<file path="config.mk">
export PLATFORM = sky130hd
export DESIGN_NAME = alu_rr_arbiter
export DESIGN_NICKNAME = d
export VERILOG_FILES = /design/src/rtl/alu_rr_arbiter.sv
export SDC_FILE = /design/constraint.sdc
export NUM_CORES = 1
export LEC_CHECK = 0
export BUFFER_PORTS_ARGS = -buffer_cell sky130_fd_sc_hd__buf_2
export CAP_MARGIN = 20
export CORE_UTILIZATION = 40
export DETAILED_ROUTE_END_ITERATION = 12
export PLACE_DENSITY = 0.73
export SETUP_SLACK_MARGIN = 0.2
export SLEW_MARGIN = 5
export SYNTH_ARGS = -nofsm -noshare
export SYNTH_HDL_FRONTEND = slang
export SYNTH_SLANG_ARGS = --single-unit
</file>
<file path="constraint.sdc">
create_clock -name clk -period 1.46 [get_ports clk]
set_input_delay 0.146 -clock clk [delete_from_list [all_inputs] [get_ports clk]]
set_output_delay 0.146 -clock clk [all_outputs]
set_load 0.02 [all_outputs]
</file>
<file path="src/rtl/alu_rr_arbiter.sv">
// Round-robin front end that shares one hierarchical ALU between two
// requesters. Each accepted operation drives the unit operands for one
// enable cycle, captures the registered unit result and returns it on a
// valid/ready response channel tagged with the requester id.
//
// state   | meaning
// --------+-----------------------------------------------------------
// IDLE    | waiting for a request; grant is evaluated combinationally
// ISSUE   | one unit enable high; the unit registers at the end of it
// CAPTURE | unit result/flag valid on alu_res_in/alu_flag_in
// RESPOND | response held on rsp_* until rsp_ready

module alu_rr_arbiter #(
    parameter int WIDTH = 16
) (
    input  logic             clk,
    input  logic             reset_n,
    input  logic             req0_valid,
    output logic             req0_ready,
    input  logic [WIDTH-1:0] req0_a,
    input  logic [WIDTH-1:0] req0_b,
    input  logic [3:0]       req0_fun,
    input  logic             req1_valid,
    output logic             req1_ready,
    input  logic [WIDTH-1:0] req1_a,
    input  logic [WIDTH-1:0] req1_b,
    input  logic [3:0]       req1_fun,
    output logic [WIDTH-1:0] alu_a,
    output logic [WIDTH-1:0] alu_b,
    output logic [1:0]       alu_fun,
    output logic             arith_en,
    output logic             logic_en,
    output logic             cmp_en,
    output logic             shift_en,
    input  logic [WIDTH-1:0] alu_res_in,
    input  logic             alu_flag_in,
    output logic             rsp_valid,
    input  logic             rsp_ready,
    output logic             rsp_id,
    output logic [WIDTH-1:0] rsp_data,
    output logic             rsp_flag
);

    typedef enum logic [1:0] {
        IDLE    = 2'd0,
        ISSUE   = 2'd1,
        CAPTURE = 2'd2,
        RESPOND = 2'd3
    } state_t;

    state_t           state;
    state_t           state_nxt;
    logic             rr_ptr;
    logic             cur_id;
    logic             grant_id;
    logic             in_idle;
    logic             accept;
    logic             rsp_fire;
    logic [WIDTH-1:0] sel_a;
    logic [WIDTH-1:0] sel_b;
    logic [3:0]       sel_fun;

    // Grant: a lone requester wins outright, contention is settled by rr_ptr.
    always_comb begin
        grant_id = 1'b0;
        if (req0_valid && req1_valid) begin
            grant_id = rr_ptr;
        end else if (req1_valid) begin
            grant_id = 1'b1;
        end
    end

    assign in_idle    = (state == IDLE);
    assign req0_ready = in_idle & req0_valid & ~grant_id;
    assign req1_ready = in_idle & req1_valid &  grant_id;
    assign accept     = req0_ready | req1_ready;
    assign rsp_fire   = rsp_valid & rsp_ready;

    // Payload mux for the granted requester.
    always_comb begin
        sel_a   = req0_a;
        sel_b   = req0_b;
        sel_fun = req0_fun;
        if (grant_id) begin
            sel_a   = req1_a;
            sel_b   = req1_b;
            sel_fun = req1_fun;
        end
    end

    // State register.
    always_ff @(posedge clk or negedge reset_n) begin
        if (!reset_n) begin
            state <= IDLE;
        end else begin
            state <= state_nxt;
        end
    end

    // Next-state logic.
    always_comb begin
        state_nxt = state;
        case (state)
            IDLE:    if (accept) state_nxt = ISSUE;
            ISSUE:   state_nxt = CAPTURE;
            CAPTURE: state_nxt = RESPOND;
            RESPOND: if (rsp_fire) state_nxt = IDLE;
            default: state_nxt = IDLE;
        endcase
    end

    // Datapath: operand/enable issue, result capture and round-robin update.
    always_ff @(posedge clk or negedge reset_n) begin
        if (!reset_n) begin
            rr_ptr    <= 1'b0;
            cur_id    <= 1'b0;
            alu_a     <= '0;
            alu_b     <= '0;
            alu_fun   <= '0;
            arith_en  <= 1'b0;
            logic_en  <= 1'b0;
            cmp_en    <= 1'b0;
            shift_en  <= 1'b0;
            rsp_valid <= 1'b0;
            rsp_id    <= 1'b0;
            rsp_data  <= '0;
            rsp_flag  <= 1'b0;
        end else begin
            // Enables are a single-cycle pulse; only the accept edge raises one.
            arith_en <= 1'b0;
            logic_en <= 1'b0;
            cmp_en   <= 1'b0;
            shift_en <= 1'b0;
            case (state)
                IDLE: begin
                    if (accept) begin
                        alu_a   <= sel_a;
                        alu_b   <= sel_b;
                        alu_fun <= sel_fun[1:0];
                        cur_id  <= grant_id;
                        case (sel_fun[3:2])
                            2'b00:   arith_en <= 1'b1;
                            2'b01:   logic_en <= 1'b1;
                            2'b10:   cmp_en   <= 1'b1;
                            default: shift_en <= 1'b1;
                        endcase
                    end
                end
                CAPTURE: begin
                    rsp_data  <= alu_res_in;
                    rsp_flag  <= alu_flag_in;
                    rsp_id    <= cur_id;
                    rsp_valid <= 1'b1;
                end
                RESPOND: begin
                    if (rsp_fire) begin
                        rsp_valid <= 1'b0;
                        rr_ptr    <= ~rsp_id;
                    end
                end
                default: begin
                end
            endcase
        end
    end

endmodule

</file>
==> impl_metrics.tcl <==
set metrics [dict create \
    fp.dieH_um 85.5 \
    num_antenna_cells 0 \
    numCtsBuffers 9 \
    start_kind "register" \
    via_count 2956 \
    nets 556 \
    vdd_drop_max_uv 1340 \
    final_common_cell "buf_2" \
    arrival_ns 1.70 \
    yosysUniqueCellTypes 30 \
    crit_path_end_kind "register" \
    grt_pass1_vias 2847 \
    final_hold_viol_count 0 \
    powerDensity_mw_per_mm2 2380 \
    layout-drive-gt1-share 0.642 \
    grt_max_degree 62 \
    start_util 0.413 \
    cts_sinks 61 \
    antenna_found_initial 0 \
    r2r_setup_slack_ns -0.03 \
    worst_pin_slew_ns 0.653 \
    ys_seq_area_frac 0.547 \
    overflow 0 \
    syn-instance-count 282 \
    core.rowCount 30 \
    track_usage 0.244 \
    grt_pass1_wl_mm 13.8 \
    die_x_um 85.5 \
    core-area_mm2 0.00676 \
    critPathKind "reg2reg" \
    drt_iter0_markers 163 \
    synth_top_family_by_area "compound AO/OA/AOI/OAI gates" \
    multi_input_area_mm2 0.00152 \
    leakage_nw 2.14 \
    synth_xor_area_frac 0 \
    routedWlPerCell_um 16.6 \
    status "finished, violations left" \
    synth_compound_area_frac 0.235 \
    area_delta_synth_final_pct 68.7 \
    postRouteAntennaNets 0 \
    period_minus_slack_ns 1.49 \
    finalCritPeriodShare 1.02 \
    rsz0062_at_grt "true" \
    hold_slack_ns 0.0448 \
    final_util 0.697 \
    ys_warn_count 0 \
    finalMaxSlewViolations 0 \
    setup_viol 2 \
    via_per_inst 5.43 \
    required_ns 1.67 \
    synthSimpleGateAreaFrac 0.0771 \
    path_clk_slew_ns 0.07 \
    ys_seq_elements 61 \
    fmax_mhz 673 \
    final_cell_mix "buf_2 (150), dfrtp_1 (60), a31oi_1 (33)" \
    dpl.hpwl_mm 5.24 \
    hp-class "in2reg" \
    cts_root_buf "clkbuf_8" \
    cts_tree "yes" \
    crit_fanout 5 \
    finalSetupTns_ns -0.0310 \
    setup_ws_ns -0.0269 \
    clock_skew_ns 0.00653 \
    netlist_area_mm2 0.00279 \
    seq_area_mm2 0.00153 \
    avgSynthCellArea_um2 9.89 \
    wirelength_mm 9.01 \
    portBuffers 152 \
    maxCapViolCount 0 \
    worstSkewPairLatency_ns 0.33 \
    dr.pass1.iters 4 \
    syn_nets 379 \
    htreeDepth 3 \
    muxShareOfSynthArea 0.0767 \
    drc 0 \
    fillers 531 \
    die-area_mm2 0.00731 \
    relSlewSlack 0.563 \
    synthAdderAreaFrac 0.0135 \
    violations "setup timing" \
    pin_count 153 \
    clockBufferDepth 2 \
    routabilityCongestion 0.769 \
]
[state kept, by name (all words and copies together) (netlist names)]
| signal | cells |
|---|---|
| alu_a | 16 |
| alu_b | 16 |
| alu_fun | 2 |
| arith_en | 1 |
| cmp_en | 1 |
| cur_id | 1 |
| logic_en | 1 |
| rr_ptr | 1 |
| rsp_data | 16 |
| rsp_flag | 1 |
| rsp_id | 1 |
| rsp_valid | 1 |
| shift_en | 1 |
| state | 2 |
[stage by stage]
step	area, µm²	cells	setup WS [ns]	power (mW)
global placement	3680	501	0.0435	7.05
finish	4710	544	-0.0269	11.2
floorplan	2850	282	0.149	5.84
detailed placement	3680	501	0.00769	7.17
CTS	4410	541	0.000944	10.4
global route	4710	544	-0.0566	11.8
[cell usage after synthesis]
master | count | area (µm²)
nor2b_1 | 2 | 12.5
a21o_1 | 1 | 7.51
nand2_1 | 2 | 7.51
inv_2 | 1 | 3.75
o32a_1 | 1 | 10.0
and3_1 | 1 | 6.26
dfrtp_1 | 61 | 1530
o211ai_1 | 1 | 7.51
nand2b_1 | 1 | 6.26
ha_1 | 3 | 37.5
buf_2 | 9 | 45.0
o21ai_0 | 14 | 70.1
a31oi_1 | 34 | 213
inv_1 | 3 | 11.3
mux2_1 | 1 | 11.3
a21boi_1 | 1 | 7.51
buf_6 | 1 | 11.3
buf_4 | 2 | 15.0
o21a_1 | 1 | 7.51
a21oi_1 | 40 | 200
nand4b_1 | 2 | 17.5
o21ai_1 | 25 | 125
mux2_2 | 18 | 203
or4_1 | 1 | 7.51
nand3_1 | 1 | 5.00
nor2_1 | 37 | 139
and2b_1 | 1 | 7.51
o22ai_1 | 1 | 6.26
nand4_1 | 1 | 6.26
clkbuf_1 | 15 | 56.3
[worst paths after layout]
| kind | from | to | cells past startpoint |
|---|---|---|---|
| min in group asynchronous | reset_n | rsp_flag$_DFFE_PN0P_ | 3 |
| worst max register to register | state[0]$_DFFE_PN0P_ | state[0]$_DFFE_PN0P_ | 6 |
| worst min-delay path | alu_res_in[0] | rsp_data[0]$_DFFE_PN0P_ | 2 |
| worst min register to register | cur_id$_DFFE_PN0P_ | cur_id$_DFFE_PN0P_ | 1 |
| max in group asynchronous | reset_n | rsp_valid$_DFFE_PN0P_ | 3 |
| worst max-delay path | state[0]$_DFFE_PN0P_ | state[0]$_DFFE_PN0P_ | 6 |
[worst max-delay path, cell delays in order (launching register included)]
cell and delay (ns):
dfrtp_1 0.40, inv_2 0.07, buf_4 0.14, ha_4 0.18
buf_12 0.13, buf_16 0.13, o32a_1 0.32
[report_power, final]
part | leakage (nW) | switching, mW | total, mW | internal (mW)
logic | 1.30 | 3.20 | 6.15 | 2.94
registers | 0.704 | 0.612 | 3.13 | 2.52
clock network | 0.130 | 0.649 | 1.93 | 1.28
total | 2.14 | 4.47 | 11.2 | 6.74
[cell families after synthesis]
group / Yosys count
compound gates: 119
fa+ha+maj: 3
buf+inv: 31
flops: 61
mux: 19
simple gates: 49
[layout make-up]
cell class	count	share of cell area
timing repair buffer	191	0.274
sequential	61	0.325
multi-input combinational	192	0.322
inverter	4	0.00319
tap	80	0.0213
clock buffer	13	0.0359
clock inverter	3	0.0191
[per-layer routing]
layer	vias to the layer above	global-route usage	share of wire
met1	1446	0.320	0.42
met3	7	0.0539	0.063
li1	1378	-	-
met4	0	0.0848	0.0066
met2	125	0.401	0.51
met5	-	0	0
[timing repair]
action / CTS / global route
endpoints found under the setup margin: 60 / 62
pin swaps: 4 / 7
gates cloned: 7 / 1
buffers inserted: 16 / 2
hold buffers: 1 / 0
endpoints found under the hold margin: 61 / 0
gates resized for setup: 50 / 72
No activity file was read; power rests on OpenSTA's default activity.
